### config.mk
export PLATFORM = sky130hd
export DESIGN_NAME = signal_period_monitor
export DESIGN_NICKNAME = d
export VERILOG_FILES = /design/src/rtl/signal_period_monitor.sv
export SDC_FILE = /design/constraint.sdc
export NUM_CORES = 1
export LEC_CHECK = 0
export CAP_MARGIN = 20
export CELL_PAD_IN_SITES_DETAIL_PLACEMENT = 0
export CELL_PAD_IN_SITES_GLOBAL_PLACEMENT = 1
export CORE_AREA = 2 2 152 80
export CTS_CLUSTER_SIZE = 12
export DETAILED_ROUTE_END_ITERATION = 8
export DIE_AREA = 0 0 154 82
export MAX_ROUTING_LAYER = met4
export PLACE_DENSITY_LB_ADDON = 0.1
export SETUP_SLACK_MARGIN = 0.15
export SYNTH_ARGS = -nofsm -noshare
export SYNTH_HDL_FRONTEND = slang
export SYNTH_SLANG_ARGS = --single-unit
### constraint.sdc
create_clock -name clock -period 4.4 [get_ports clock]
set_input_delay 1.1 -clock clock [delete_from_list [all_inputs] [get_ports clock]]
set_output_delay 1.1 -clock clock [all_outputs]
set_load 0.1 [all_outputs]
### src/rtl/signal_period_monitor.sv
// signal_period_monitor
// Synchronises an asynchronous square wave, times its high and low halves in
// clock cycles, qualifies each half against programmable limits and reports
// a one-cycle result strobe, sticky fault flags and a lock indication.
module signal_period_monitor #(
  parameter int CNT_WIDTH   = 16,
  parameter int SYNC_STAGES = 2   // legal range 2..4
) (
  input  logic                 clock,
  input  logic                 reset_n,
  input  logic                 enable,
  input  logic                 sig_in,
  input  logic [CNT_WIDTH-1:0] min_half,
  input  logic [CNT_WIDTH-1:0] max_half,
  input  logic                 clear_flags,
  output logic [CNT_WIDTH-1:0] high_time,
  output logic [CNT_WIDTH-1:0] low_time,
  output logic [CNT_WIDTH:0]   period,
  output logic                 valid,
  output logic                 too_short,
  output logic                 too_long,
  output logic                 locked
);

  localparam logic [CNT_WIDTH-1:0] CNT_ZERO = {CNT_WIDTH{1'b0}};
  localparam logic [CNT_WIDTH-1:0] CNT_ONE  = {{(CNT_WIDTH-1){1'b0}}, 1'b1};
  localparam logic [CNT_WIDTH-1:0] CNT_MAX  = {CNT_WIDTH{1'b1}};

  typedef enum logic [1:0] {
    ST_IDLE    = 2'd0,
    ST_ACQUIRE = 2'd1,
    ST_HIGH    = 2'd2,
    ST_LOW     = 2'd3
  } state_e;

  logic [1:0]             rst_sync_q;
  logic                   rst_n_s;
  logic [SYNC_STAGES-1:0] sync_q;
  logic                   s_s;
  logic                   s_d_q;
  logic                   rise_q;
  logic                   fall_q;
  state_e                 state_q;
  logic [CNT_WIDTH-1:0]   cnt_q;
  logic [CNT_WIDTH-1:0]   cnt_d;
  logic [CNT_WIDTH-1:0]   high_q;
  logic [CNT_WIDTH-1:0]   low_q;
  logic [CNT_WIDTH:0]     period_q;
  logic                   valid_q;
  logic                   locked_q;
  logic                   hi_ok_q;
  logic [1:0]             streak_q;
  logic                   too_short_q;
  logic                   too_long_q;
  logic                   edge_s;
  logic                   measuring_s;
  logic                   capture_s;
  logic                   timeout_s;
  logic                   short_s;
  logic                   in_range_s;

  // Reset bridge: assertion reaches every flop at once, release is re-timed to clock.
  always_ff @(posedge clock or negedge reset_n) begin
    if (!reset_n) begin
      rst_sync_q <= 2'b00;
    end else begin
      rst_sync_q <= {rst_sync_q[0], 1'b1};
    end
  end

  assign rst_n_s = rst_sync_q[1];

  // Input synchroniser followed by registered rise/fall detection.
  always_ff @(posedge clock or negedge rst_n_s) begin
    if (!rst_n_s) begin
      sync_q <= {SYNC_STAGES{1'b0}};
      s_d_q  <= 1'b0;
      rise_q <= 1'b0;
      fall_q <= 1'b0;
    end else begin
      sync_q <= {sync_q[SYNC_STAGES-2:0], sig_in};
      s_d_q  <= s_s;
      rise_q <= s_s & ~s_d_q;
      fall_q <= ~s_s & s_d_q;
    end
  end

  assign s_s = sync_q[SYNC_STAGES-1];

  // Counter next value and the range/timeout qualifiers seen by the FSM.
  always_comb begin
    edge_s      = rise_q | fall_q;
    measuring_s = (state_q == ST_HIGH) || (state_q == ST_LOW);
    if (edge_s) begin
      cnt_d = CNT_ONE;
    end else if (cnt_q == CNT_MAX) begin
      cnt_d = cnt_q;
    end else begin
      cnt_d = cnt_q + CNT_ONE;
    end
    capture_s  = enable && (((state_q == ST_HIGH) && fall_q) || ((state_q == ST_LOW) && rise_q));
    timeout_s  = enable && measuring_s && !edge_s && (cnt_q > max_half);
    short_s    = capture_s && (cnt_q < min_half);
    in_range_s = (cnt_q >= min_half) && (cnt_q <= max_half);
  end

  // Measurement FSM: counter, capture registers, lock tracking and valid strobe.
  always_ff @(posedge clock or negedge rst_n_s) begin
    if (!rst_n_s) begin
      state_q  <= ST_IDLE;
      cnt_q    <= CNT_ZERO;
      high_q   <= CNT_ZERO;
      low_q    <= CNT_ZERO;
      period_q <= {(CNT_WIDTH+1){1'b0}};
      valid_q  <= 1'b0;
      locked_q <= 1'b0;
      hi_ok_q  <= 1'b0;
      streak_q <= 2'd0;
    end else begin
      valid_q <= 1'b0;
      if (!enable) begin
        state_q  <= ST_IDLE;
        cnt_q    <= CNT_ZERO;
        locked_q <= 1'b0;
        streak_q <= 2'd0;
      end else begin
        case (state_q)
          ST_IDLE: begin
            state_q <= ST_ACQUIRE;
            cnt_q   <= CNT_ZERO;
          end
          ST_ACQUIRE: begin
            cnt_q <= cnt_d;
            if (rise_q) begin
              state_q <= ST_HIGH;
            end
          end
          ST_HIGH: begin
            cnt_q <= cnt_d;
            if (timeout_s) begin
              state_q  <= ST_ACQUIRE;
              locked_q <= 1'b0;
              streak_q <= 2'd0;
            end else if (fall_q) begin
              high_q  <= cnt_q;
              hi_ok_q <= in_range_s;
              state_q <= ST_LOW;
              if (short_s) begin
                locked_q <= 1'b0;
                streak_q <= 2'd0;
              end
            end
          end
          ST_LOW: begin
            cnt_q <= cnt_d;
            if (timeout_s) begin
              state_q  <= ST_ACQUIRE;
              locked_q <= 1'b0;
              streak_q <= 2'd0;
            end else if (rise_q) begin
              low_q    <= cnt_q;
              period_q <= {1'b0, high_q} + {1'b0, cnt_q};
              valid_q  <= 1'b1;
              state_q  <= ST_HIGH;
              if (hi_ok_q && in_range_s) begin
                // Second consecutive good period (or later) holds lock.
                if (streak_q != 2'd0) begin
                  streak_q <= 2'd2;
                  locked_q <= 1'b1;
                end else begin
                  streak_q <= 2'd1;
                end
              end else begin
                streak_q <= 2'd0;
                if (short_s) begin
                  locked_q <= 1'b0;
                end
              end
            end
          end
          default: begin
            state_q <= ST_IDLE;
            cnt_q   <= CNT_ZERO;
          end
        endcase
      end
    end
  end

  // Sticky fault flags; a new fault in the clearing cycle keeps the flag set.
  always_ff @(posedge clock or negedge rst_n_s) begin
    if (!rst_n_s) begin
      too_short_q <= 1'b0;
      too_long_q  <= 1'b0;
    end else begin
      too_short_q <= short_s   ? 1'b1 : (clear_flags ? 1'b0 : too_short_q);
      too_long_q  <= timeout_s ? 1'b1 : (clear_flags ? 1'b0 : too_long_q);
    end
  end

  assign high_time = high_q;
  assign low_time  = low_q;
  assign period    = period_q;
  assign valid     = valid_q;
  assign too_short = too_short_q;
  assign too_long  = too_long_q;
  assign locked    = locked_q;

endmodule

; ---- Yosys cells after proc, flatten, opt, wreduce, memory -nomap -nowiden
; Index checks and enable logic that the tools add are counted.
[classes]
n_lt_le_gt_ge = 4
bitwise_logic = 6
reduce_logical = 21
eq_ne = 10
add_sub_neg = 2
n_mux = 35
[op_table]
columns = cell, count
row1 = $mux 16, 3
row2 = $pmux 16 s2, 1
row3 = $mux 2, 13
row4 = $add 16x16->17, 1
row5 = $add 16x1->16 const B, 1
row6 = $eq 16x16->1 const B, 1
row7 = $ge 16x16->1, 1
row8 = $gt 16x16->1, 1
row9 = $le 16x16->1, 1
row10 = $lt 16x16->1, 1
row11 = $ne 4x4->1 const B, 4
row12 = $reduce_and 4->1, 4
row13 = $mux 1, 15
row14 = $logic_and 1x1->1, 9
row15 = $pmux 2 s4, 1
row16 = $reduce_bool 2->1, 3
row17 = $ne 5x4->1 const B, 1
row18 = $eq 2x2->1 const B, 2
row19 = $pmux 2 s2, 1
row20 = $ne 3x1->1 const B, 1
row21 = $not 1->1, 3
row22 = $reduce_or 3->1, 1
row23 = $and 1x1->1, 2
row24 = $eq 2x1->1 const B, 1
row25 = 5 further kinds, 6
[word_totals]
ff_bits = 81
word_cells = 94
out_inout_bits = 53
input_bits = 37

; ---- Longest topological paths before layout
[depth]
word_depth = 11
ltp_mapped = 10
ltp_nobuf = 10

; ---- Least setup slack after synthesis
; No wires, ideal clock.
[synth_timing]
path_type = input-to-reg
from = in min_half[9]
to = reg streak_q[0]
required_time_ps = 4272
n_path_buf = 0
slack_ps = 1264
setup_time_ps = 128
stages = 8
t_arrival_ps = 3008
cell_sequence = inv_1 -> ha_1 -> a21o_1 -> a221o_1 -> a221oi_4 -> o211ai_2 -> a41oi_1 -> mux2_1
[synth_via]
elab_chain_cells = 8
elab_cells_between_ends = 12
classes_between = order compare (2) / eq/ne (1) / mux (5) / reduce/logical (4)
[synth_rtl]
columns = item, line_no
row1 = from (decl), 13  ; input logic [CNT_WIDTH-1:0] min_half,
row2 = $ge 16x16->1, 104  ; in_range_s = (cnt_q >= min_half) && (cnt_q <= max_half);
row3 = $logic_and 1x1->1, 104
row4 = $logic_and 1x1->1, 165  ; if (hi_ok_q && in_range_s) begin
row5 = $mux 2, 165
row6 = $mux 2, 160  ; end else if (rise_q) begin
row7 = $mux 2, 156  ; if (timeout_s) begin
row8 = $pmux 2 s2, 127  ; case (state_q)
row9 = $mux 2, 121  ; if (!enable) begin
row10 = to (signal assigned), 125  ; streak_q <= 2'd0;
row11 = to (signal assigned), 159  ; streak_q <= 2'd0;
row12 = to (signal assigned), 168  ; streak_q <= 2'd2;
row13 = to (decl), 52  ; logic [1:0] streak_q;
; Parallel ways exist; a longest one is shown, timed or not. The select of a mux whose other input is x is not followed.
; A chain may end at the register's enable or synchronous reset.

; ---- Worst setup path after layout
; Ends and elaborated chain as after synthesis.

==> results.toml <==
[place]
preCtsSetupSlack_ns = 0.570
dpl_cell_area_mm2 = 0.00580
dp.cells = 729
gp_routability_congestion = 0.817
dp_hpwl_um = 9080
io_buffers = 89

[power]
total_power_mw = 1.66
vdd_drop_max_mv = 0.203
p_leak_nw = 2.97
p_per_area_mw_per_mm2 = 272

[timing]
finalCritPeriodShare = 0.788
fmax_mhz = 288
worst_pin_slew_ns = 1.02
drv_slew = 0
final.setup.tns_ns = 0
max_slew_margin = 0.320
setup_viol = 0
rsz0062_at_grt = "no"
fin_crit_ns = 3.47
fin_ws_ns = 0.932
finalHoldViolations = 0
finClkSkew_ns = 0.00734
holdWs_ns = 0.242

[floorplanning]
pin_count = 90
core_region_area_mm2 = 0.0114
chipHeight_um = 82
num_rows = 28
die-area_mm2 = 0.0126
die_w_um = 154
start_util = 0.418

[critical_path]
crit_arrival_ns = 3.68
crit_type = "in2reg"
cp_max_fo = 5
critPathLaunchType = "input pin"
crit_required_ns = 4.62
slowest_stage = "clkdlybuf4s50_1"
slowest_delay_ns = 0.46
end_kind = "flop"
crit_chain = "clkdlybuf4s50_1 -> inv_1 -> ha_1 -> a21o_1 -> a221o_1 -> a221oi_4 -> o211ai_2 -> a41oi_1 -> mux2_1"

[synthesis]
syn_area_per_cell_um2 = 9.49
synth_area_mm2 = 0.00476
synth_seq_cells = 81
syn-num-nets = 588
ys_types = 60
async_reset_ff_frac = 1.00
postSynthCellCount = 501
ys_seq_area_frac = 0.426
synth_edf_count = 0
ys_warn_count = 0
synth_ff_type = "dfrtp_1"

[route]
drc_errors = 0
via_per_inst = 5.22
drtIter0Drc = 234
dr.pass1.iters = 5
antenna_left = 0
finalWirelength_um = 12100
num_vias = 3891
routedWlPerCell_um = 16.3

[global_route]
grt_first_pass_wirelength_um = 19900
antenna_found_initial = 0
grt_util_all_layers = 0.211
grt_use_met2 = 0.312
grt-ovfl-total = 0
busiest_layer = "met2"
grt_start_max_net_pins = 54
met1_usage = 0.299
met3_usage = 0.0512
grt_pass1_vias = 3763

[clock_network]
numCtsBuffers = 9
cts_root_buffer = "clkbuf_16"
cts.hold.buffers_added = 0
postCtsSetupBuffers = 0
clkLatencyLatePin_ns = 0.34
cts_tree = "yes"
cts_resized = 0
cts_buffer_depth = 2
cts.sinks = 81
path_clk_slew_ns = 0.06
cts_htree_levels = 3

[final_layout]
final_nets = 677
insertedDiodeCount = 0
fillers = 1056
area_growth_pct = 28.3
finalInstanceArea_mm2 = 0.00610
instances_no_fill = 745
postLayoutCoreUtil = 0.536
drive_above_1_share = 0.0756

[min_path]
min_path_type = "reg2async"

[job]
max_cap_viol_count = 0

[run_status]
status = "finished, final reports clean"
-- cell usage in the layout, fill, tap and decap left out, types with 3 or more instances in the layout --
cell type	count
xor2_1	10
nand3_1	14
mux2_2	15
nor2b_1	8
ha_1	49
xnor2_1	11
a21oi_1	25
o21a_1	3
clkdlybuf4s50_1	89
buf_4	4
clkbuf_16	9
dfrtp_1	80
a21o_1	8
and3_1	3
inv_1	42
o211ai_1	3
or3_1	5
and4_1	4
nand2_1	81
nor2_1	30
nand4_1	15
o21ai_0	24
nor3_1	8
and2_1	4
-- kinds of logic (layout without fill, tap and decap cells) --
kind of cell / after synthesis / after routing / share of synthesized area
AND/OR/NAND/NOR: 180 / 180 / 0.177
adder cells (fa/ha/maj): 50 / 50 / 0.133
other: 1 / 1 / 0.000789
flip-flops: 81 / 81 / 0.426
AO/OA/AOI/OAI: 93 / 93 / 0.137
multiplexers: 17 / 17 / 0.0400
buffers and inverters: 58 / 152 / 0.0476
XOR/XNOR: 21 / 21 / 0.0387
-- Yosys cell counts (all sizes together), types with 11 or more instances --
cell type,instances,area share
o21ai,26,0.027
nand4,15,0.020
ha,49,0.13
inv,42,0.033
nand2,82,0.065
nand3,14,0.015
dfrtp,81,0.43
nor2,30,0.024
mux2,16,0.038
a21oi,26,0.028
xnor2,11,0.020
clkbuf,12,0.0095
-- final timing paths --
path | cells after the start | endpoint | slack [ns] | start
worst max-delay path | 9 | streak_q[0] | 0.93 | min_half[9]
worst min-delay path | 0 | low_time[14] | 0.24 | rst_sync_q[1]
worst max register to register | 7 | streak_q[0] | 1.62 | cnt_q[11]
worst min register to register | 0 | low_time[14] | 0.24 | rst_sync_q[1]
max in group asynchronous | 1 | high_time[3] | 3.10 | rst_sync_q[1]
min in group clock | 0 | sync_q[1] | 0.36 | sync_q[0]
-- report_power, final --
part | internal (mW) | switching, mW | leakage, nW | total [mW]
registers | 0.755 | 0.0148 | 1.11 | 0.770
clock network | 0.453 | 0.298 | 0.142 | 0.751
logic | 0.0570 | 0.0802 | 1.71 | 0.137
total | 1.26 | 0.393 | 2.97 | 1.66
-- layer usage --
| layer | share of wire | wire, um |
|---|---|---|
| met1 | 0.52 | 6280 |
| met2 | 0.42 | 5120 |
| met3 | 0.060 | 729 |
| met4 | 0.0012 | 14 |
| met5 | 0 | 0 |
-- critical path, delay by kind of cell --
kind / cells / cell delay [ns]
compound gates: 5 / 1.46
fa+ha+maj: 1 / 0.30
buf+inv: 2 / 0.50
mux: 1 / 0.34
-- flip-flops by register name, indices dropped and copies added (netlist names) --
register,cells
period,17
cnt_q,16
high_time,16
low_time,16
rst_sync_q,2
state_q,2
streak_q,2
sync_q,2
fall_q,1
hi_ok_q,1
locked,1
rise_q,1
s_d_q,1
too_long,1
too_short,1
valid,1
-- final cells by class --
class                      instances  area [um^2]  share of cell area
timing repair buffer              93          921               0.151
tap                              150          188              0.0308
clock inverter                     5         55.1             0.00902
inverter                          43          161              0.0265
multi-input combinational        362         2500               0.410
sequential                        81         2030               0.333
clock buffer                      11          243              0.0398
Note: power is estimated with default switching activity, not from simulation.
==> patch: new RTL, config.mk and constraints unchanged <==
`CNT_WIDTH`: 16 -> 12.
--- a/src/rtl/signal_period_monitor.sv
+++ b/src/rtl/signal_period_monitor.sv
@@ -3,7 +3,7 @@
 // clock cycles, qualifies each half against programmable limits and reports
 // a one-cycle result strobe, sticky fault flags and a lock indication.
 module signal_period_monitor #(
-  parameter int CNT_WIDTH   = 16,
+  parameter int CNT_WIDTH   = 12,
   parameter int SYNC_STAGES = 2   // legal range 2..4
 ) (
   input  logic                 clock,
Interface: changed (5 resized); port bits go from 90 to 70. No check against the original RTL was run, so the function may have changed too.
==> patch against the unedited design <==
Synthesized area down 21%. Clock skew up 0.54 ps. Final area down 20%. Core utilization down 10 points. Largest power group is now the clock network. Wire length down 13%. Sequential cell count down 16. Largest cell class unchanged. Worst setup slack better by 190 ps. Non-clock buffer count down 20. Power down 10%.
==> patch: results (changes against the unedited design) <==
CTS
  • # resized after CTS: 0 (unchanged)
  • CTS Hold Bufs: 0 (unchanged)
  • Post-CTS Setup Inserts: 0 (unchanged)
  • Root Driver: clkbuf_16 (unchanged)
  • Clk buf depth: 2 (unchanged)
  • Clock slew at reported path FFs: 60 ps (about the same)
  • CTS H-tree depth: 3 (unchanged)
  • Total CTS buffers: 9 (unchanged)
  • Worst-Skew Late Latency: 330 ps

Power
  • Sw Pwr: 0.3394 mW (was 0.3927 mW)
  • P_leak: 2.346 nW (was 2.969 nW)
  • VDD IR-drop max: 0.1587 mV (was 0.2033 mV)

Worst setup path
  • Slowest CP cell: clkdlybuf4s50_1 (unchanged)
  • Slowest cell delay on critical path: 450 ps
  • Worst R2R Path Depth: 7 (unchanged)
  • Critical path data arrival time: 3490 ps (was 3680 ps)
  • Maximum fanout along the worst path: 4 (was 5)
  • CP startpoint: min_half[9] (unchanged)
  • Reg2reg start: cnt_q[7]$_DFFE_PN0P_ (was cnt_q[11]$_DFFE_PN0P_)

Global route
  • First-pass GRT wire length: 16.99 mm (was 19.87 mm)
  • Initial antenna violation count: 0 (unchanged)
  • GRT Util Overall: 18.49% (was 21.07%)
  • Largest net degree at the start of global routing: 41 (was 54)
  • Vias in the first global route: 3,003 (was 3,763)

Placed design
  • Port Buffers: 69 (was 89)
  • DP Area: 4592 µm² (was 5803 µm²)
  • RePlAce Congestion: 0.8283 (was 0.8172)
  • DP HPWL: 7.803 mm (was 9.077 mm)
  • Post-place setup slack: 820.2 ps (was 569.6 ps)

Final layout
  • Max reg flops: 13 (was 17)
  • Antenna cells: 0 (unchanged)
  • Layout Nets: 537 (was 677)
  • Share of layout cells above drive strength 1: 7.579% (was 7.563%)

Yosys
  • YS warnings: 0 (unchanged)
  • Asr flop ratio synth: 100.0% (unchanged)
  • Synth unique cells: 50 (was 60)
  • Top post-synthesis cells by area: dfrtp_1 (43%), ha_1 (12%), nand2_1 (6.1%) (was dfrtp_1 (43%), ha_1 (13%), nand2_1 (6.4%))
  • Syn nets: 464 (was 588)
  • Sequential share of the synthesized area: 43.42% (was 42.62%)
  • Synth cell count leaders: dfrtp_1 (65), nand2_1 (61), ha_1 (37) (was dfrtp_1 (81), nand2_1 (81), ha_1 (49))

Worst hold path
  • Worst min-delay path class: reg -> async (unchanged)

Status
  • Result of the run: finished, final reports clean (unchanged)

Route
  • Initial DRC Count: 148 (was 234)
  • WL final: 10.59 mm (was 12.14 mm)
  • Pre-Repair DR Iteration Count: 4 (was 5)
  • Vias per cell: 4.872 (was 5.223)

STA
  • Worst Tran Pin Value: 983.2 ps (was 1017 ps)
  • Clk_skew: 7.874 ps (was 7.337 ps)
## patch: changes by cell type in the layout (fill, tap and decap cells not counted), sizes merged, moves of 7 or more
cell / delta
nand2: -21
clkdlybuf4s50: -20
dfrtp: -16
nor2: -14
ha: -12
xnor2: -8
a21oi: -7
## patch: critical path, delay by kind of cell
family	cells	cell delay [ps]
mux	1	360
buf+inv	2	490
simple gates	1	260
fa+ha+maj	1	300
compound gates	4	980
## patch: metrics by stage
step	std cells	hold slack (ps)
CTS	625	281.2
detailed placement	609	287.0
finish	625	262.2
global route	625	305.4
global placement	609	273.8
floorplan	397	331.2
## patch: power by group through the flow
stage | Sequential, mW | Clock [mW] | Combinational, mW
finish | 0.620 | 0.765 | 0.102
detailed placement | 0.631 | 0 | 0.102
floorplan | 0.647 | 0 | 0.0380
global placement | 0.630 | 0 | 0.102
global route | 0.622 | 0.817 | 0.113
CTS | 0.620 | 0.793 | 0.103
## patch: cell families (layout without fill, tap and decap cells)
kind of cell | Yosys count | after routing | share of synthesized area (%)
compound gates | 83 | 83 | 13.83
xor+xnor | 14 | 14 | 3.273
flops | 65 | 65 | 43.42
buf+inv | 47 | 125 | 5.310
mux | 10 | 10 | 3.006
other cells | 1 | 1 | 0.1001
simple gates | 139 | 139 | 18.17
fa+ha+maj | 38 | 38 | 12.89
## patch: cell type report
| type | count | area [µm²] |
|---|---|---|
| multi-input cells | 285 | 1921 |
| flip-flops and latches | 65 | 1628 |
| clock buffers | 12 | 236.5 |
| clock inverters | 4 | 77.57 |
| fillers | 1110 | 6480 |
| inverters | 36 | 135.1 |
| well taps | 150 | 187.7 |
| repair buffers | 73 | 720.7 |
## patch: final timing paths
kind,to,slack (ps)
max in group asynchronous,low_time[10]$_DFFE_PN0P_,3180
max,streak_q[0]$_DFFE_PN0P_,1120
min in group clock,rst_sync_q[1]$_DFF_PN0_,350
max reg2reg,streak_q[0]$_DFFE_PN0P_,1720
min,low_time[2]$_DFFE_PN0P_,260
min reg2reg,low_time[2]$_DFFE_PN0P_,260
## patch: layer usage
layer / global-route usage (%) / routed length [µm] / vias to the layer above
li1: - / - / 1545
met1: 28.34 / 6147 / 1416
met2: 23.41 / 3894 / 75
met3: 4.644 / 459 / 9
met4: 4.486 / 93 / 0
met5: - / 0 / -
